`src/rtl/fda_serial_pkg.sv`:
```
// Shared definitions for the serial framing path (accumulator -> framer -> TX).
// Contents:
//   SYNC0 / SYNC1   frame preamble bytes
//   framer_state_e  adc_packet_framer state encoding
//   csumClose()     two's-complement closer so that the covered bytes plus CSUM sum to 0
package fda_serial_pkg;

  localparam logic [7:0] SYNC0 = 8'hAA;
  localparam logic [7:0] SYNC1 = 8'h55;

  typedef enum logic [3:0] {
    ST_IDLE,
    ST_SYNC0,
    ST_SYNC1,
    ST_SEQ,
    ST_LEN_H,
    ST_LEN_L,
    ST_REQ,
    ST_WAIT,
    ST_SEND,
    ST_CSUM
  } framer_state_e;

  function automatic logic [7:0] csumClose(input logic [7:0] sum);
    return ~sum + 8'd1;
  endfunction

endpackage

```
`src/rtl/adc_packet_framer.sv`:
```
// adc_packet_framer
// Pulls PAYLOAD_LEN stored ADC bytes from the peak accumulator, one request at a
// time, and emits the frame  AA 55 SEQ LEN_H LEN_L payload CSUM  over a valid/ready
// byte handshake to the serial transmitter.
// Ports:
//   Clock      system clock (only clock in the block)
//   Reset      asynchronous, active-high
//   DataReady  level, accumulator holds a captured burst
//   DataValid  1-cycle pulse, DataIn valid
//   DataIn     stored ADC byte
//   DataRead   1-cycle request for the next stored byte
//   TxByte     frame byte to transmitter
//   TxValid    TxByte valid
//   TxReady    transmitter accepts TxByte on TxValid & TxReady
//   Busy       high from leaving IDLE until CSUM is accepted
//   Timeout    sticky, a payload byte was padded; cleared at next frame start
module adc_packet_framer
  import fda_serial_pkg::*;
#(
  parameter int PAYLOAD_LEN = 128,
  parameter int TIMEOUT     = 255
) (
  input  logic       Clock,
  input  logic       Reset,
  input  logic       DataReady,
  input  logic       DataValid,
  input  logic [7:0] DataIn,
  output logic       DataRead,
  output logic [7:0] TxByte,
  output logic       TxValid,
  input  logic       TxReady,
  output logic       Busy,
  output logic       Timeout
);

  localparam int              TW     = (TIMEOUT < 1) ? 1 : $clog2(TIMEOUT + 1);
  localparam logic [15:0]     LEN16  = 16'(PAYLOAD_LEN);
  localparam logic [TW-1:0]   TO_LIM = TW'(TIMEOUT);

  framer_state_e   state, nextState;
  logic [7:0]      seq;
  logic [7:0]      csum;
  logic [15:0]     byteCnt;
  logic [TW-1:0]   toCnt;
  logic [7:0]      payload;
  logic            timeoutQ;
  logic            xfer;
  logic            lastByte;

  assign xfer     = TxValid & TxReady;
  assign lastByte = (byteCnt + 16'd1) == LEN16;
  assign Busy     = (state != ST_IDLE);
  assign Timeout  = timeoutQ;

  // State register
  always_ff @(posedge Clock or posedge Reset) begin
    if (Reset) state <= ST_IDLE;
    else       state <= nextState;
  end

  // Next-state logic
  always_comb begin
    nextState = state;
    unique case (state)
      ST_IDLE:  if (DataReady) nextState = ST_SYNC0;
      ST_SYNC0: if (xfer) nextState = ST_SYNC1;
      ST_SYNC1: if (xfer) nextState = ST_SEQ;
      ST_SEQ:   if (xfer) nextState = ST_LEN_H;
      ST_LEN_H: if (xfer) nextState = ST_LEN_L;
      ST_LEN_L: if (xfer) nextState = ST_REQ;
      // A response in the request cycle itself skips WAIT entirely.
      ST_REQ:   nextState = DataValid ? ST_SEND : ST_WAIT;
      ST_WAIT:  if (DataValid || toCnt == TO_LIM) nextState = ST_SEND;
      ST_SEND:  if (xfer) nextState = lastByte ? ST_CSUM : ST_REQ;
      ST_CSUM:  if (xfer) nextState = ST_IDLE;
      default:  nextState = ST_IDLE;
    endcase
  end

  // Outputs: everything decodes from registered state/data, so TxByte and
  // TxValid cannot move while the transmitter stalls. DataRead only occurs in
  // REQ where TxValid is low, so it never overlaps a stalled byte.
  always_comb begin
    TxValid  = 1'b0;
    TxByte   = 8'h00;
    DataRead = 1'b0;
    unique case (state)
      ST_SYNC0: begin TxValid = 1'b1; TxByte = SYNC0;           end
      ST_SYNC1: begin TxValid = 1'b1; TxByte = SYNC1;           end
      ST_SEQ:   begin TxValid = 1'b1; TxByte = seq;             end
      ST_LEN_H: begin TxValid = 1'b1; TxByte = LEN16[15:8];     end
      ST_LEN_L: begin TxValid = 1'b1; TxByte = LEN16[7:0];      end
      ST_REQ:   DataRead = 1'b1;
      ST_SEND:  begin TxValid = 1'b1; TxByte = payload;         end
      ST_CSUM:  begin TxValid = 1'b1; TxByte = csumClose(csum); end
      default:  ;
    endcase
  end

  // Datapath: sequence number, running checksum, byte and timeout counters.
  always_ff @(posedge Clock or posedge Reset) begin
    if (Reset) begin
      seq      <= 8'h00;
      csum     <= 8'h00;
      byteCnt  <= 16'h0000;
      toCnt    <= '0;
      payload  <= 8'h00;
      timeoutQ <= 1'b0;
    end else begin
      unique case (state)
        ST_IDLE: if (DataReady) begin
          csum     <= 8'h00;
          byteCnt  <= 16'h0000;
          timeoutQ <= 1'b0;
        end
        // Sync bytes are deliberately left out of the checksum.
        ST_SEQ, ST_LEN_H, ST_LEN_L: if (xfer) csum <= csum + TxByte;
        ST_REQ: begin
          toCnt <= '0;
          if (DataValid) payload <= DataIn;
        end
        ST_WAIT: begin
          if (DataValid) payload <= DataIn;
          else if (toCnt == TO_LIM) begin
            payload  <= 8'h00;
            timeoutQ <= 1'b1;
          end else toCnt <= toCnt + TW'(1);
        end
        ST_SEND: if (xfer) begin
          csum    <= csum + payload;
          byteCnt <= byteCnt + 16'd1;
        end
        ST_CSUM: if (xfer) seq <= seq + 8'd1;
        default: ;
      endcase
    end
  end

endmodule
```
`config.mk`:
```
export PLATFORM = sky130hd
export DESIGN_NAME = adc_packet_framer
export DESIGN_NICKNAME = d
export VERILOG_FILES = /design/src/rtl/fda_serial_pkg.sv /design/src/rtl/adc_packet_framer.sv
export SDC_FILE = /design/constraint.sdc
export NUM_CORES = 1
export LEC_CHECK = 0
export CORE_MARGIN = 8
export CORE_UTILIZATION = 50
export CTS_BUF_LIST = sky130_fd_sc_hd__clkbuf_8 sky130_fd_sc_hd__clkbuf_16
export CTS_CLUSTER_SIZE = 10
export DETAILED_ROUTE_END_ITERATION = 8
export PLACE_DENSITY = 0.7
export SETUP_SLACK_MARGIN = 0.2
export SLEW_MARGIN = 20
export SYNTH_ARGS = -nofsm -noshare
export SYNTH_HDL_FRONTEND = slang
export SYNTH_SLANG_ARGS = --single-unit
```
`constraint.sdc`:
```
create_clock -name Clock -period 3.8 [get_ports Clock]
set_clock_uncertainty 0.1 [all_clocks]
set_input_delay 0.38 -clock Clock [delete_from_list [all_inputs] [get_ports Clock]]
set_output_delay 0.38 -clock Clock [all_outputs]
set_load 0.005 [all_outputs]
```
# Word level (Yosys, flattened, before mapping)

Cells that the tools add are included.

Input port bits: 13
Logic and storage cells: 90
Output and inout port bits: 12
Flip-flop bits (word level): 53

Multiplexer cells: 33
$add $sub $neg: 6
Bitwise logic cells: 2
Equality and inequality tests: 26
Reduce and logical (&&, ||, !) cells: 16

Operators by type and width:

| operator                                             | count |
|---|---|
| two-way mux 8 bit                                    | 8 |
| case mux 8 bit (6 select lines)                      | 1 |
| two-way mux 4 bit                                    | 11 |
| case mux 4 bit (10 select lines)                     | 1 |
| two-way mux 16 bit                                   | 2 |
| case mux 16 bit (2 select lines)                     | 1 |
| case mux 8 bit (2 select lines)                      | 2 |
| != test 2 bit, second input constant                 | 14 |
| adder 8 x 1 -> 8 bit, second input constant          | 3 |
| case mux 8 bit (3 select lines)                      | 1 |
| adder 16 x 1 -> 16 bit, second input constant        | 1 |
| adder 8 bit                                          | 2 |
| equality test 16 x 8 -> 1 bit, second input constant | 1 |
| equality test 4 x 3 -> 1 bit, second input constant  | 4 |
| AND reduction 3 bit                                  | 3 |
| AND reduction 9 bit                                  | 1 |
| equality test 4 x 2 -> 1 bit, second input constant  | 2 |
| equality test 4 bit, second input constant           | 2 |
| equality test 8 bit, second input constant           | 1 |
| inverter 8 bit                                       | 1 |
| AND reduction 4 bit                                  | 2 |
| OR reduction 7 bit                                   | 1 |
| nonzero test 2 bit                                   | 3 |
| two-way mux 1 bit                                    | 5 |
| 10 further kinds                                     | 10 |

# Longest topological paths before layout

Depth after elaboration: 6
Gate-level depth with buffers: 16
Depth with buffers taken out: 14

# Worst setup path before layout

Ideal clock, no wire load.

Path kind: reg2reg
Start point: register state[2]
End point: register csum[6]
Period minus slack after synthesis: 3167 ps
Stages on the path, launching flop included: 13
Slack: 633 ps
Arrival: 2946 ps
Buffers on the path: 3
Library setup time: 122 ps
Data required time: 3578 ps
Cell sequence: dfrtp_1 > clkbuf_1 > clkbuf_1 > buf_1 > nand3b_1 > o22ai_1 > ha_1 > nor2b_1 > o21ai_0 > a21boi_0 > o21a_1 > or3_1 > a32o_1

Word-level cells in the longest chain between the ends: 6
Elaborated cells on any way between the ends: 21
Classes of those cells: add/sub: 1; eq/ne: 10; mux: 4; bitwise: 1; reduce/logical: 5

RTL lines:

| element                                                             | line                     | text |
|---|---|---|
| from (decl)                                                         | adc_packet_framer.sv:40  | `framer_state_e state, nextState;` |
| from (signal assigned)                                              | adc_packet_framer.sv:58  | `else state <= nextState;` |
| parallel branches: the longest is 6 deep, another holds adder 8 bit | --                       |  |
| to (signal assigned)                                                | adc_packet_framer.sv:117 | `ST_SEQ, ST_LEN_H, ST_LEN_L: if (xfer) csum <= csum + TxByte;` |
| to (signal assigned)                                                | adc_packet_framer.sv:130 | `csum <= csum + payload;` |
| to (decl)                                                           | adc_packet_framer.sv:42  | `logic [7:0] csum;` |

Several ways; the timed one is not identified. The select of a mux whose other input is x is not followed.
A chain may end at the register's enable or synchronous reset.

# Final worst setup path

Start point: register state[3]
End point: register csum[7]

Same word-level chain as after synthesis.

==> impl_results.md <==
- CTS root buf: clkbuf_8
- Critical Path Sink Type: flop
- RSZ-0062 raised after global routing: false
- Worst path cell trace: nor2b_2 > nand3b_1 > o22ai_1 > ha_1 > nand3_1 > o211ai_1 > o41ai_1 > a21bo_2 > and3b_1 > o22a_1
- Clock latency on the worst-skew pair: 0.31 ns
- IO Port Bufs: 24
- Beginning of the worst register-to-register path: state[3]
- Final period util: 85.1%
- Crit start category: flop
- Util after Layout: 57.7%
- Postcts setup bufs: 0
- Post-synth cell types: 58
- Levels on crit path: 10
- Vias in the first global route: 3014
- Critical Path RT: 3.89 ns
- Crit path to: csum[7]
- Ys flop type: dfrtp_1
- Finish-stage setup viols: 0
- Reg2Reg Capture Point: csum[7]
- N_diodes: 0
- Layout cells sized above 1: 6.54%
- Buf+Inv Stages, Crit Path: 0
- Flop-to-flop setup slack: 0.57 ns
- Cell family with most CP delay: compound AO/OA/AOI/OAI gates
- Post-synthesis cell count: 411
- Hold crit path type: flop to flop
- Leakage power: 1.70 nW
- Initial Util: 51.2%
- Yosys reg bits: 53
- Register area share after synthesis: 38.3%
- Post-synth ARST share: 100%
- Max Transition Viols Final: 0
- Filler Cell Count: 643
- DR iter-0 viols: 162
- Clk sink count: 53
- Post-route ant nets: 0
- WL/cell: 16.1 um
- Pin count of the biggest net entering global routing: 37
- Actual slew at the worst max-slew pin: 0.811 ns
- Final hold violation count: 0
- Htree depth: 2
- Status: finished clean
- CTS Hold Buffers Added: 0
- Mapped cell area: 3460 sq um
- Number of max-cap violations: 0
- Number of synthesized flops with an enable pin: 0
- Maximum vdd drop: 201 uV
- Internal: 1.44 mW
- Initial antenna violation count: 0
- Ys Warns: 0
- Die Y-Extent: 99.2 um
- Dpl cells: 500
- Die span in x: 99.2 um
- Via density: 5.97
- Total CTS buffers: 5
- CP peak stage delay: 0.53 ns
- Placer Congestion: 0.912
- Total Wirelength: 8.18 mm
- Layout area overhead: 12.6%
- Overall Global Routing Usage: 17.9%
- Worst reg2reg path depth: 10
- Global-route wire length before repair: 14.6 mm
- Final TNS setup: 0 ns
- Final std cell area, no fill: 3900 sq um
- Die ar.: 9840 sq um
- IO Pins: 25
- Drt pass-1 iters: 5
- Syn_nets: 436
- Clock power frac: 16.7%
- Comb power frac: 48.1%
- Dpl cell area: 3770 sq um
- FMAX: 309 MHz
- Flop pwr share: 35.2%
- Clk slew on worst S/H paths: 0.10 ns
- Sw power: 0.965 mW
- Fin nets: 452
- Cell Pwr Density: 618 nW/um^2
- Syn avg cell area: 8.42 sq um
- CP startpoint: state[3]
- Critical path class: flop to flop
- Rows: 30
- Crit path DAT: 3.33 ns
- Total number of vias: 3033
- DRC: 0
- Min cycle time layout: 3.23 ns
- CTS tree: built
- CTS Buffer Depth: 2
- Final HPWL DP: 5.99 mm
- Slowest cell on crit path: dfrtp_1
- Slew margin rel.: 45.8%
- Grt total ovfl: 0
- Core ar.: 6760 sq um
- Switching share of total power: 40.1%
- Worst-path fanout max: 10
- Non-Filler Instances: 508
## worst min-delay path by stage
stage	from	to	cells past startpoint
2_1_floorplan	seq[7]	seq[7]	1
3_3_place_gp	seq[7]	seq[7]	1
3_5_place_dp	seq[7]	seq[7]	1
4_1_cts	seq[7]	seq[7]	1
5_1_grt	seq[7]	seq[7]	1
6_report	seq[7]	seq[7]	1
## synthesized netlist by cell type, types with 2 or more instances
master	number	share of area, %
xor2_1	15	3.8
or2_2	2	0.36
a211oi_1	2	0.43
nor2b_1	6	1.1
buf_1	3	0.33
ha_1	11	4.0
nor3_1	10	1.4
o21ai_0	37	5.4
clkbuf_1	19	2.1
nand2_1	39	4.2
nor2_1	44	4.8
nand4_1	9	1.6
a21oi_1	21	3.0
mux2i_1	3	0.87
dfrtp_1	53	38
inv_1	15	1.6
nand3b_1	4	0.87
and3_1	6	1.1
nand2b_1	7	1.3
o31ai_1	7	1.5
a22o_1	11	2.8
o21a_1	3	0.65
o22ai_1	10	1.8
or3_1	2	0.36
o211ai_1	3	0.65
o21bai_1	2	0.43
xnor2_1	9	2.3
a32oi_1	2	0.51
o41ai_1	2	0.51
mux2_2	2	0.65
nand3_1	14	2.0
a31oi_1	5	0.90
a22oi_1	3	0.65
nor4_1	6	1.1
## layer usage
metal	GRT usage, %	routed length, um
met1	22.3	3880
met2	29.9	3860
met3	3.98	364
met4	5.47	74
met5	0	0
## through the flow
| step | setup slack, ns | power (mW) | hold slack (ns) |
|---|---|---|---|
| after global routing | 0.211 | 2.61 | 0.409 |
| after detailed placement | 0.462 | 2.00 | 0.369 |
| after CTS | 0.431 | 2.42 | 0.387 |
| final | 0.565 | 2.41 | 0.383 |
| after global placement | 0.617 | 1.98 | 0.370 |
| after floorplan | 0.633 | 1.63 | 0.345 |
## layout by cell type, fill, tap and decap left out, types with 6 or more instances in the layout
| cell type | count |
|---|---|
| dfrtp_1 | 53 |
| nor2_1 | 44 |
| nand2_1 | 39 |
| o21ai_0 | 37 |
| clkdlybuf4s50_1 | 24 |
| a21oi_1 | 21 |
| xor2_1 | 15 |
| inv_1 | 14 |
| nand3_1 | 14 |
| a22o_1 | 11 |
| ha_1 | 11 |
| nor3_1 | 10 |
| o22ai_1 | 10 |
| nand4_1 | 9 |
| xnor2_1 | 9 |
| buf_4 | 8 |
| o31ai_1 | 7 |
| nand2b_1 | 7 |
| and3_1 | 6 |
| nor4_1 | 6 |
| clkbuf_8 | 6 |
## cell families after synthesis
family | count (synthesis) | share of synthesized area (%)
AND/OR/NAND/NOR | 160 | 23.4
AO/OA/AOI/OAI | 118 | 21.7
flip-flops | 53 | 38.3
buffers and inverters | 38 | 4.16
XOR/XNOR | 24 | 6.07
adder cells (fa/ha/maj) | 13 | 4.84
multiplexers | 5 | 1.52
## power by group through the flow
stage	clock, mW	combinational, mW	sequential, mW
detailed placement	0	1.15	0.855
floorplan	0	0.844	0.783
global placement	0	1.12	0.853
CTS	0.416	1.16	0.844
finish	0.403	1.16	0.847
global route	0.433	1.30	0.873
## final cells by class
type / instances / area (sq um) / area share [%]
Inverter: 15 / 56.3 / 1.45
Tap cell: 80 / 100 / 2.57
Multi-Input combinational cell: 320 / 1990 / 51.2
Timing Repair Buffer: 32 / 300 / 7.71
Clock inverter: 2 / 37.5 / 0.963
Sequential cell: 53 / 1330 / 34.0
Clock buffer: 6 / 82.6 / 2.12
## state kept, by name, indices dropped and copies added, names as in the netlist
name     cells
state        4
Timeout      1
byteCnt     16
toCnt        8
payload      8
seq          8
csum         8
## timing repair
item	4_1_cts	5_1_grt
hold endpoints to repair	0	0
setup endpoints to repair	0	2
resized for setup	0	1
(Power assumes the default switching activity.)
